<file path="src/rtl/cascade_digit_counter_pkg.sv">
// ---------------------------------------------------------------------------
// cascade_digit_counter_pkg
//   Shared constants and helpers for the cascaded multi-digit counter.
//   - Default digit width, digit count and the two alternating moduli.
//   - stage_mod(): maps a stage index to its modulus (even -> MOD_EVEN,
//     odd -> MOD_ODD), so mm:ss style chains come out as 10,6,10,6,...
//   - digit_lsb(): bit offset of a digit slice inside the packed Q/D bus.
// ---------------------------------------------------------------------------
package cascade_digit_counter_pkg;

  localparam int N_DEFAULT        = 4;
  localparam int DIGITS_DEFAULT   = 4;
  localparam int MOD_EVEN_DEFAULT = 10;
  localparam int MOD_ODD_DEFAULT  = 6;

  // Width of one digit slice on the packed buses.
  localparam int DIGIT_W = N_DEFAULT;

  // Modulus of stage idx: even stages use mod_even, odd stages mod_odd.
  function automatic int stage_mod(input int idx, input int mod_even,
                                   input int mod_odd);
    return ((idx % 2) == 0) ? mod_even : mod_odd;
  endfunction

  // Least significant bit of digit idx when each digit is n bits wide.
  function automatic int digit_lsb(input int idx, input int n);
    return idx * n;
  endfunction

endpackage

</file>
<file path="src/rtl/cascade_digit_counter_if.sv">
// ---------------------------------------------------------------------------
// cascade_digit_counter_if
//   Groups the control and data signals of the digit counter chain.
//   Signals:
//     E        count tick, one-cycle pulse from the prescaler
//     Run      1 = count, 0 = pause
//     Up       1 = count up, 0 = count down
//     Load     synchronous preset strobe
//     D        preset value, digit i in D[i*N +: N]
//     Q        registered count, digit i in Q[i*N +: N]
//     TC       combinational: every digit at its terminal value for Up
//     Zero     combinational: Q == 0
//     Rollover registered one-cycle pulse after a full-chain wrap
//
//   Handshake: there is no valid/ready pair. E is a fire-and-forget pulse;
//   it is consumed on the rising edge where it is high together with
//   Run = 1 and Load = 0, and is otherwise dropped (never queued). Load is
//   likewise a single-edge strobe that always takes effect when high.
//
//   master: the side that drives the controls (prescaler / testbench).
//   slave : the counter itself.
// ---------------------------------------------------------------------------
interface cascade_digit_counter_if
  import cascade_digit_counter_pkg::*;
#(
  parameter int N      = N_DEFAULT,
  parameter int DIGITS = DIGITS_DEFAULT
);

  logic                  E;
  logic                  Run;
  logic                  Up;
  logic                  Load;
  logic [DIGITS*N-1:0]   D;
  logic [DIGITS*N-1:0]   Q;
  logic                  TC;
  logic                  Zero;
  logic                  Rollover;

  modport master (
    output E, Run, Up, Load, D,
    input  Q, TC, Zero, Rollover
  );

  modport slave (
    input  E, Run, Up, Load, D,
    output Q, TC, Zero, Rollover
  );

endinterface

</file>
<file path="src/rtl/cascade_digit_counter_digit_cell.sv">
// ---------------------------------------------------------------------------
// counter_digit_cell
//   One modulo-MOD digit of the cascade. Holds an N-bit digit that only ever
//   takes values in [0, MOD-1].
//   Ports:
//     Clock     rising-edge clock
//     Resetn    synchronous active-low reset (digit -> 0)
//     load      preset strobe; wins over step
//     load_val  preset digit; values >= MOD load as 0
//     step      advance one position in the direction given by up
//     up        1 = increment with wrap MOD-1 -> 0, 0 = decrement 0 -> MOD-1
//     digit     registered digit value
//     term      combinational: digit sits at the terminal value for up
//               (MOD-1 counting up, 0 counting down)
// ---------------------------------------------------------------------------
module counter_digit_cell #(
  parameter int N   = 4,
  parameter int MOD = 10
) (
  input  logic         Clock,
  input  logic         Resetn,
  input  logic         load,
  input  logic [N-1:0] load_val,
  input  logic         step,
  input  logic         up,
  output logic [N-1:0] digit,
  output logic         term
);

  localparam logic [N-1:0] MAX_VAL = N'(MOD - 1);
  // One extra bit so MOD == 2**N still compares correctly.
  localparam logic [N:0]   MOD_W   = (N + 1)'(MOD);

  logic [N-1:0] digit_q;
  logic [N-1:0] digit_d;

  always_comb begin
    digit_d = digit_q;
    if (load) begin
      // Out-of-range presets would escape the modulo range forever; clamp.
      if ({1'b0, load_val} >= MOD_W) begin
        digit_d = '0;
      end else begin
        digit_d = load_val;
      end
    end else if (step) begin
      if (up) begin
        digit_d = (digit_q == MAX_VAL) ? '0 : digit_q + N'(1);
      end else begin
        digit_d = (digit_q == '0) ? MAX_VAL : digit_q - N'(1);
      end
    end
  end

  always_ff @(posedge Clock) begin
    if (!Resetn) begin
      digit_q <= '0;
    end else begin
      digit_q <= digit_d;
    end
  end

  assign digit = digit_q;
  assign term  = up ? (digit_q == MAX_VAL) : (digit_q == '0);

endmodule

</file>
<file path="src/rtl/cascade_digit_counter.sv">
// ---------------------------------------------------------------------------
// cascade_digit_counter
//   Parametrised chain of DIGITS modulo counters for clock/timer displays.
//   Stage 0 is least significant; even stages count modulo MOD_EVEN, odd
//   stages modulo MOD_ODD. Counts up or down, supports synchronous preset.
//   Ports:
//     Clock   rising-edge clock
//     Resetn  synchronous active-low reset (Q -> 0, Rollover -> 0)
//     bus     slave side of cascade_digit_counter_if
//             (E, Run, Up, Load, D in; Q, TC, Zero, Rollover out)
//   Edge priority: reset > Load > pause (Run = 0) > count.
// ---------------------------------------------------------------------------
module cascade_digit_counter
  import cascade_digit_counter_pkg::*;
#(
  parameter int N        = N_DEFAULT,
  parameter int DIGITS   = DIGITS_DEFAULT,
  parameter int MOD_EVEN = MOD_EVEN_DEFAULT,
  parameter int MOD_ODD  = MOD_ODD_DEFAULT
) (
  input  logic                    Clock,
  input  logic                    Resetn,
  cascade_digit_counter_if.slave  bus
);

  logic                 adv;
  logic [DIGITS:0]      carry;
  logic [DIGITS-1:0]    term;
  logic [DIGITS-1:0]    step;
  logic [DIGITS*N-1:0]  q;
  logic                 rollover_q;
  logic                 rollover_d;

  // Load outranks counting, so a tick coinciding with Load is discarded.
  assign adv = bus.Run & bus.E & ~bus.Load;

  // carry[i] = every stage below i is at its terminal value. Evaluated on
  // the pre-edge Q so all stages step together on the same edge.
  assign carry[0] = 1'b1;

  for (genvar i = 0; i < DIGITS; i++) begin : g_stage
    localparam int LSB      = digit_lsb(i, N);
    localparam int STAGE_MD = stage_mod(i, MOD_EVEN, MOD_ODD);

    assign carry[i+1] = carry[i] & term[i];
    assign step[i]    = adv & carry[i];

    counter_digit_cell #(
      .N   (N),
      .MOD (STAGE_MD)
    ) u_cell (
      .Clock    (Clock),
      .Resetn   (Resetn),
      .load     (bus.Load),
      .load_val (bus.D[LSB +: N]),
      .step     (step[i]),
      .up       (bus.Up),
      .digit    (q[LSB +: N]),
      .term     (term[i])
    );
  end

  // The whole chain wraps exactly when it advances while every digit is
  // terminal. Load and pause force adv low, which clears the pulse.
  always_comb begin
    rollover_d = adv & carry[DIGITS];
  end

  always_ff @(posedge Clock) begin
    if (!Resetn) begin
      rollover_q <= 1'b0;
    end else begin
      rollover_q <= rollover_d;
    end
  end

  assign bus.Q        = q;
  assign bus.TC       = carry[DIGITS];
  assign bus.Zero     = (q == '0);
  assign bus.Rollover = rollover_q;

endmodule

</file>
<file path="src/flat_wrapper.sv">
// flat-port wrapper written by rule: the top's interface ports become plain ports
module cascade_digit_counter_flat import cascade_digit_counter_pkg::*;
#(
  parameter int N        = N_DEFAULT,
  parameter int DIGITS   = DIGITS_DEFAULT,
  parameter int MOD_EVEN = MOD_EVEN_DEFAULT,
  parameter int MOD_ODD  = MOD_ODD_DEFAULT
)
  (Clock, Resetn, bus_E, bus_Run, bus_Up, bus_Load, bus_D, bus_Q, bus_TC, bus_Zero, bus_Rollover);
  cascade_digit_counter_if #(.N(N), .DIGITS(DIGITS)) bus_i ();
  input  logic Clock;
  input  logic Resetn;
  input wire logic [$bits(bus_i.E)-1:0] bus_E;
  input wire logic [$bits(bus_i.Run)-1:0] bus_Run;
  input wire logic [$bits(bus_i.Up)-1:0] bus_Up;
  input wire logic [$bits(bus_i.Load)-1:0] bus_Load;
  input wire logic [$bits(bus_i.D)-1:0] bus_D;
  output wire logic [$bits(bus_i.Q)-1:0] bus_Q;
  output wire logic [$bits(bus_i.TC)-1:0] bus_TC;
  output wire logic [$bits(bus_i.Zero)-1:0] bus_Zero;
  output wire logic [$bits(bus_i.Rollover)-1:0] bus_Rollover;
  assign bus_i.E = bus_E;
  assign bus_i.Run = bus_Run;
  assign bus_i.Up = bus_Up;
  assign bus_i.Load = bus_Load;
  assign bus_i.D = bus_D;
  assign bus_Q = bus_i.Q;
  assign bus_TC = bus_i.TC;
  assign bus_Zero = bus_i.Zero;
  assign bus_Rollover = bus_i.Rollover;
  cascade_digit_counter #(.N(N), .DIGITS(DIGITS), .MOD_EVEN(MOD_EVEN), .MOD_ODD(MOD_ODD)) u_core (.Clock(Clock), .Resetn(Resetn), .bus(bus_i));
endmodule
</file>
<file path="config.mk">
export PLATFORM = sky130hd
export DESIGN_NAME = cascade_digit_counter_flat
export DESIGN_NICKNAME = d
export VERILOG_FILES = /design/src/rtl/cascade_digit_counter_pkg.sv /design/src/rtl/cascade_digit_counter_if.sv /design/src/rtl/cascade_digit_counter_digit_cell.sv /design/src/rtl/cascade_digit_counter.sv /design/src/flat_wrapper.sv
export SDC_FILE = /design/constraint.sdc
export NUM_CORES = 1
export LEC_CHECK = 0
export CAP_MARGIN = 15
export CORE_UTILIZATION = 40
export CTS_CLUSTER_DIAMETER = 80
export DETAILED_ROUTE_END_ITERATION = 8
export GPL_ROUTABILITY_DRIVEN = 0
export PLACE_DENSITY = 0.68
export SLEW_MARGIN = 20
export SYNTH_ARGS = -nofsm -noshare
export SYNTH_HDL_FRONTEND = slang
export SYNTH_SLANG_ARGS = --single-unit
</file>
<file path="constraint.sdc">
create_clock -name Clock -period 4.2 [get_ports Clock]
set_input_delay 0.42 -clock Clock [delete_from_list [all_inputs] [get_ports Clock]]
set_output_delay 0.42 -clock Clock [all_outputs]
set_load 0.02 [all_outputs]
</file>
==> key figures, run 1 <==
Floorplanning
  – Std-Cell Core Area: 3470 um2
  – Width of the die: 63.4 um
  – Vert. Die Dim: 63.4 um
  – Die Area: 4020 um2
  – Num rows: 21
  – Initial core utilization: 0.435
  – Num ports: 41

Place
  – Hpwl dp: 3.17 mm
  – IO Port Bufs: 40

Worst hold path
  – Worst hold path type: reg -> reg
  – Hold Path Origin: u_core.g_stage[3].u_cell.digit[3]

Clock tree
  – CTS clock-pin slew for the worst setup and hold paths: 0.07 ns
  – Setup bufs post-CTS: 0
  – Clock latency at the later pin of the worst-skew pair: 0.26 ns
  – Longest Clk Path Bufs: 2
  – Resized Gates After CTS: 0
  – Total CTS buffers: 3
  – Cts hold-fix bufs: 0
  – Root buf cell: clkbuf_8
  – CTS tree: done
  – H-tree depth: 1
  – Clk sink count: 17

Detailed routing
  – DRT antenna net count: 0
  – DRC errors left: 0
  – DRT Pass-1 Iters: 4
  – Routed WL: 4.34 mm
  – WL/cell: 15.7 um
  – Via density: 6.20
  – DR iter-0 viols: 111
  – Via count: 1717

Power and ir drop
  – Peak supply drop: 0.0000898 V
  – P per Cell Area: 232 nW/um2
  – Static Leak: 0.670 nW

Global routing
  – Vias in the first global route: 1647
  – Tot GR Track Use: 0.225
  – First-pass GRT wire length: 7.27 mm
  – Gr ovfl total: 0
  – Initial antenna violation count: 0
  – Largest net degree at the start of global routing: 27

Setup path
  – Max stage delay on crit path: 0.67 ns
  – CP startpoint: u_core.g_stage[1].u_cell.digit[3]
  – Cell depth of the worst flop-to-flop path: 4
  – R2r setup slk: 2.41 ns
  – CP Capture Type: output pin
  – Worst r2r dst: u_core.g_stage[2].u_cell.digit[0]
  – R2R Path Start: u_core.g_stage[1].u_cell.digit[1]
  – CP endpoint: bus_Zero
  – CP Cell Sequence: or4_1 > nor4_2 > inv_1 > nor4_1 > clkdlybuf4s50_1
  – Crit path kind: reg -> out
  – CP required: 3.78 ns
  – Worst path slowest cell: clkdlybuf4s50_1
  – Max FO, Critical Path: 9
  – Crit path DAT: 2.52 ns
  – Startpoint types: flop

Cells and area
  – Layout net count: 254
  – Layout area overhead: 28.5%
  – Share of layout cells above drive strength 1: 0.0649
  – Antenna cells: 0

Synth
  – Mapped Nets: 224
  – Post-synth top area share: 0.226
  – Ys async rst share: 0
  – Avg Inst Size Synth: 7.47 um2
  – Synth area leader: dfxtp_1
  – EDFF count, synth: 0
  – Mapped Cells: 202
  – Post-synthesis sequential area ratio: 0.226
  – Count leader, synth: o21ai_0
  – Synthesized flop and latch total: 17
  – Most used DFF post-synth: dfxtp_1
  – Yosys cell types: 52
  – Cells taking the most area after synthesis: dfxtp_1, o21ai_0, a21oi_1, buf_2, nand3_1
  – Synth top cells by count: o21ai_0, dfxtp_1, a21oi_1, inv_1, nand2_1
  – Synth Cell Area: 1510 um2
  – Ys Warns: 0

STA
  – Slew @ Worst Pin: 0.658 ns
  – Rel. slew slack: 0.560
  – Minimum clock period: 2.94 ns
  – Setup Skew: 0.00181 ns
  – Setup total negative slack: 0 ns
  – Max Slew Vio Count: 0
  – Hold slack: 0.572 ns
  – Final hold vios: 0
  – Fmax: 340 MHz
  – Final period util: 0.700
  – RSZ-0062 raised after global routing: false
  – Setup violators final: 0

Flow run
  – Max cap viols: 0

Outcome
  – Status: finished clean
-- power by group --
part | total (W) | switching, W | internal (W)
clock | 0.000132 | 0.0000644 | 0.0000676
sequential | 0.000189 | 0.0000207 | 0.000168
combinational | 0.000130 | 0.0000656 | 0.0000642
-- how the worst min path moves through the flow --
stage / endpoint / slack, ns / cells past startpoint
after floorplan: u_core.g_stage[2].u_cell.digit[3] / 0.56 / 2
after global placement: u_core.g_stage[3].u_cell.digit[3] / 0.55 / 2
after detailed placement: u_core.g_stage[3].u_cell.digit[3] / 0.55 / 2
after CTS: u_core.g_stage[3].u_cell.digit[3] / 0.56 / 2
after global routing: u_core.g_stage[3].u_cell.digit[3] / 0.60 / 2
final: u_core.g_stage[3].u_cell.digit[3] / 0.57 / 2
-- sequential cells by signal (all words and copies together) (netlist names) --
name and cells:
u_core.g_stage.u_cell.digit 16, u_core.bus.Rollover 1
-- cells in the final DEF, fill, tap and decap left out, types with 4 or more instances in the layout --
cell / synthesis / layout
clkdlybuf4s50_1: 0 / 40
o21ai_0: 19 / 19
dfxtp_1: 17 / 17
a21oi_1: 15 / 15
nand2_1: 12 / 12
inv_1: 12 / 12
nand3_1: 10 / 10
nor2_1: 8 / 8
a211oi_1: 6 / 6
nand4_1: 6 / 6
or4_1: 5 / 5
nor3b_1: 5 / 5
and3_1: 4 / 4
xor2_1: 4 / 4
-- cell type report --
type                       count  area (um2)
inverter                      12        45.0
timing repair buffer          41         408
sequential                    17         340
clock buffer                   4        45.0
fill                         341        1530
tap                           46        57.6
multi-input combinational    157        1040
-- cells by family after synthesis --
kind of cell,count (synthesis),share of synthesized area
flip-flops,17,0.226
AO/OA/AOI/OAI,69,0.308
AND/OR/NAND/NOR,79,0.330
buffers and inverters,28,0.0829
multiplexers,2,0.0133
XOR/XNOR,7,0.0406
-- critical path, delay by kind of cell (launching register included) --
| family | cells | cell delay (ns) |
|---|---|---|
| buffers and inverters | 2 | 0.74 |
| DFF | 1 | 0.40 |
| and+or+nand+nor | 3 | 1.12 |
-- stage by stage --
| stage | cells | utilization | cell area [um2] | total power, W | setup WS [ns] |
|---|---|---|---|---|---|
| after floorplan | 202 | - | 1510 | 0.000267 | 1.84 |
| after global placement | 273 | 0.546 | 1890 | 0.000317 | 1.52 |
| after detailed placement | 273 | 0.546 | 1890 | 0.000320 | 1.49 |
| after CTS | 277 | 0.559 | 1940 | 0.000448 | 1.28 |
| after global routing | 277 | 0.559 | 1940 | 0.000471 | 1.12 |
| final | 277 | 0.559 | 1940 | 0.000451 | 1.26 |
-- routing by layer --
metal / wire length (um) / global-route usage / vias up
met2: 2130 / 0.375 / 58
met3: 205 / 0.0217 / 8
met1: 1930 / 0.288 / 835
met4: 70 / 0.105 / 0
li1: - / - / 816
met5: 0 / 0 / -
No activity file was read; power rests on OpenSTA's default activity.
==> run 2, diff against run 1 <==
PLACE_DENSITY = 0.71   (was 0.68)
clock period = 2.7 ns   (was 4.2 ns; I/O delays follow)
==> run 2 against run 1 <==
  * Via count decreased by 1.6%
  * Critical path depth decreased by 1
  * Register-to-register slack got worse by 1.4 ns
  * First-iteration DRC count rose by 60%
  * Die area stayed put
  * Clock-buffer cell count unchanged
  * Clock skew is 0.0030 ns higher
  * Total power up 58%
  * Largest power group unchanged
==> key figures, run 2 (same netlist as run 1, synthesis figures left out) <==
Global routing
  – Largest net degree at the start of global routing: 16 (-41%)
  – Vias in the first global route: 1517 (-7.9%)
  – First-pass GRT wire length: 6.99 mm (-3.8%)
  – Initial antenna violation count: 0 (unchanged)
  – Tot GR Track Use: 0.220 (-0.00450)
  – Gr ovfl total: 0 (unchanged)

Cells and area
  – Register area: 340 um2 (unchanged)
  – Area taken by multi-input logic gates: 1040 um2 (unchanged)
  – Share of layout cells above drive strength 1: 0.107 (+0.0425)
  – Layout net count: 265 (+4.3%)
  – Commonest non-fill, non-tap cells in the layout: clkdlybuf4s50_1, o21ai_0, dfxtp_1
  – Post-layout instance area: 2020 um2 (+4.2%)
  – Post-layout util: 0.583 (+0.0234)
  – Commonest non-fill, non-tap cell in the layout: clkdlybuf4s50_1
  – Layout area overhead: 33.9%
  – Antenna cells: 0 (unchanged)
  – Fillers: 352 (+3.2%)
  – Post-route insts no fill: 288 (+4.0%)
  – Max FFs per register: 16 (unchanged)

Floorplanning
  – Width of the die: 63.4 um (unchanged)
  – Vert. Die Dim: 63.4 um (unchanged)
  – Num ports: 41 (unchanged)
  – Initial core utilization: 0.435 (unchanged)
  – Num rows: 21 (unchanged)
  – Std-Cell Core Area: 3470 um2 (unchanged)
  – Die Area: 4020 um2 (unchanged)

Setup path
  – Cell family with most CP delay: simple AND/OR/NAND/NOR gates
  – CP Cell Sequence: or4_1 > o22ai_1 > and3_1 > clkdlybuf4s50_1
  – Startpoint types: flop
  – Max FO, Critical Path: 13 (+4)
  – Max stage delay on crit path: 0.61 ns (-0.06 ns)
  – CP required: 2.43 ns (-1.35 ns)
  – Crit path DAT: 2.28 ns (-0.24 ns)
  – CP Capture Type: output pin
  – Worst path slowest cell: clkdlybuf4s50_1
  – Buffers plus inverters on the worst setup path: 1 (-1)
  – Crit path kind: reg -> out

Detailed routing
  – Via density: 5.86 (-5.4%)
  – Routed WL: 4.10 mm (-5.5%)
  – DRC errors left: 0 (unchanged)
  – DRT antenna net count: 0 (unchanged)
  – DR iter-0 viols: 178 (+60%)
  – WL/cell: 14.2 um (-9.1%)
  – Via count: 1689 (-1.6%)
  – DRT Pass-1 Iters: 4 (unchanged)

Power and ir drop
  – P per Cell Area: 351 nW/um2 (+51%)
  – Peak supply drop: 0.000258 V (+190%)
  – Static Leak: 0.730 nW (+8.9%)

Place
  – Hpwl dp: 3.03 mm (-4.5%)
  – Post-placement cell count: 284 (+4.0%)
  – IO Port Bufs: 40 (unchanged)
  – DP Area: 1980 um2 (+4.4%)

STA
  – Max Slew Vio Count: 0 (unchanged)
  – Setup total negative slack: 0 ns (unchanged)
  – Final hold vios: 0 (unchanged)
  – Fmax: 392 MHz
  – Setup violators final: 0 (unchanged)
  – Rel. slew slack: 0.689 (+0.128)
  – Slew @ Worst Pin: 0.467 ns (-0.192 ns)
  – Final period util: 0.944
  – Setup Skew: 0.00485 ns (+0.00304 ns)
  – RSZ-0062 raised after global routing: false
  – Minimum clock period: 2.55 ns

Clock tree
  – CTS clock-pin slew for the worst setup and hold paths: 0.07 ns (about the same)
  – Cts hold-fix bufs: 0 (unchanged)
  – Setup bufs post-CTS: 0 (unchanged)
  – Total CTS buffers: 3 (unchanged)
  – H-tree depth: 1 (unchanged)
  – Longest Clk Path Bufs: 2 (unchanged)
  – Clock latency at the later pin of the worst-skew pair: 0.26 ns (about the same)
  – Clk sink count: 17 (unchanged)
  – Root buf cell: clkbuf_8
  – Resized Gates After CTS: 1 (+1)
  – CTS tree: done

Flow run
  – Max cap viols: 0 (unchanged)

Outcome
  – Status: finished clean

Worst hold path
  – Worst hold path type: reg -> reg
==> run 2: metrics by stage <==
stage	setup WS, ns	power, W	hold WS [ns]
2_1_floorplan	0.491	0.000415	0.412
3_3_place_gp	0.323	0.000511	0.515
3_5_place_dp	0.274	0.000511	0.529
4_1_cts	0.157	0.000710	0.537
5_1_grt	0.0335	0.000743	0.606
6_report	0.151	0.000710	0.538
==> run 2: routing by layer <==
layer	global-route usage	part of all wire
met4	0.0909	0.021
met3	0.0471	0.055
met5	0	0
met2	0.324	0.43
met1	0.306	0.49
==> run 2: worst paths after layout <==
path                            cells after the start                                end  slack (ns)                              start
worst max-delay path                                4                             bus_TC        0.15  u_core.g_stage[3].u_cell.digit[0]
worst max register to register                      4  u_core.g_stage[2].u_cell.digit[0]        0.97  u_core.g_stage[0].u_cell.digit[0]
worst min-delay path                                2  u_core.g_stage[3].u_cell.digit[3]        0.54  u_core.g_stage[3].u_cell.digit[3]
worst min register to register                      2  u_core.g_stage[3].u_cell.digit[3]        0.54  u_core.g_stage[3].u_cell.digit[3]
==> run 2: final cells by class <==
| type | instances | area share |
|---|---|---|
| clock buffers | 4 | 0.0223 |
| multi-input cells | 157 | 0.516 |
| repair buffers | 52 | 0.242 |
| well taps | 46 | 0.0285 |
| inverters | 12 | 0.0223 |
| flip-flops and latches | 17 | 0.168 |
==> run 2: report_power, final <==
part | switching, W | internal (W) | leakage, nW
sequential | 0.0000215 | 0.000262 | 0.139
combinational | 0.000113 | 0.000111 | 0.568
clock | 0.0000982 | 0.000105 | 0.0228
==> run 2: worst min-delay path, stage by stage (launching register included) <==
cell	delay (ns)
dfxtp_1	0.36
nand2_1	0.08
mux2i_1	0.05
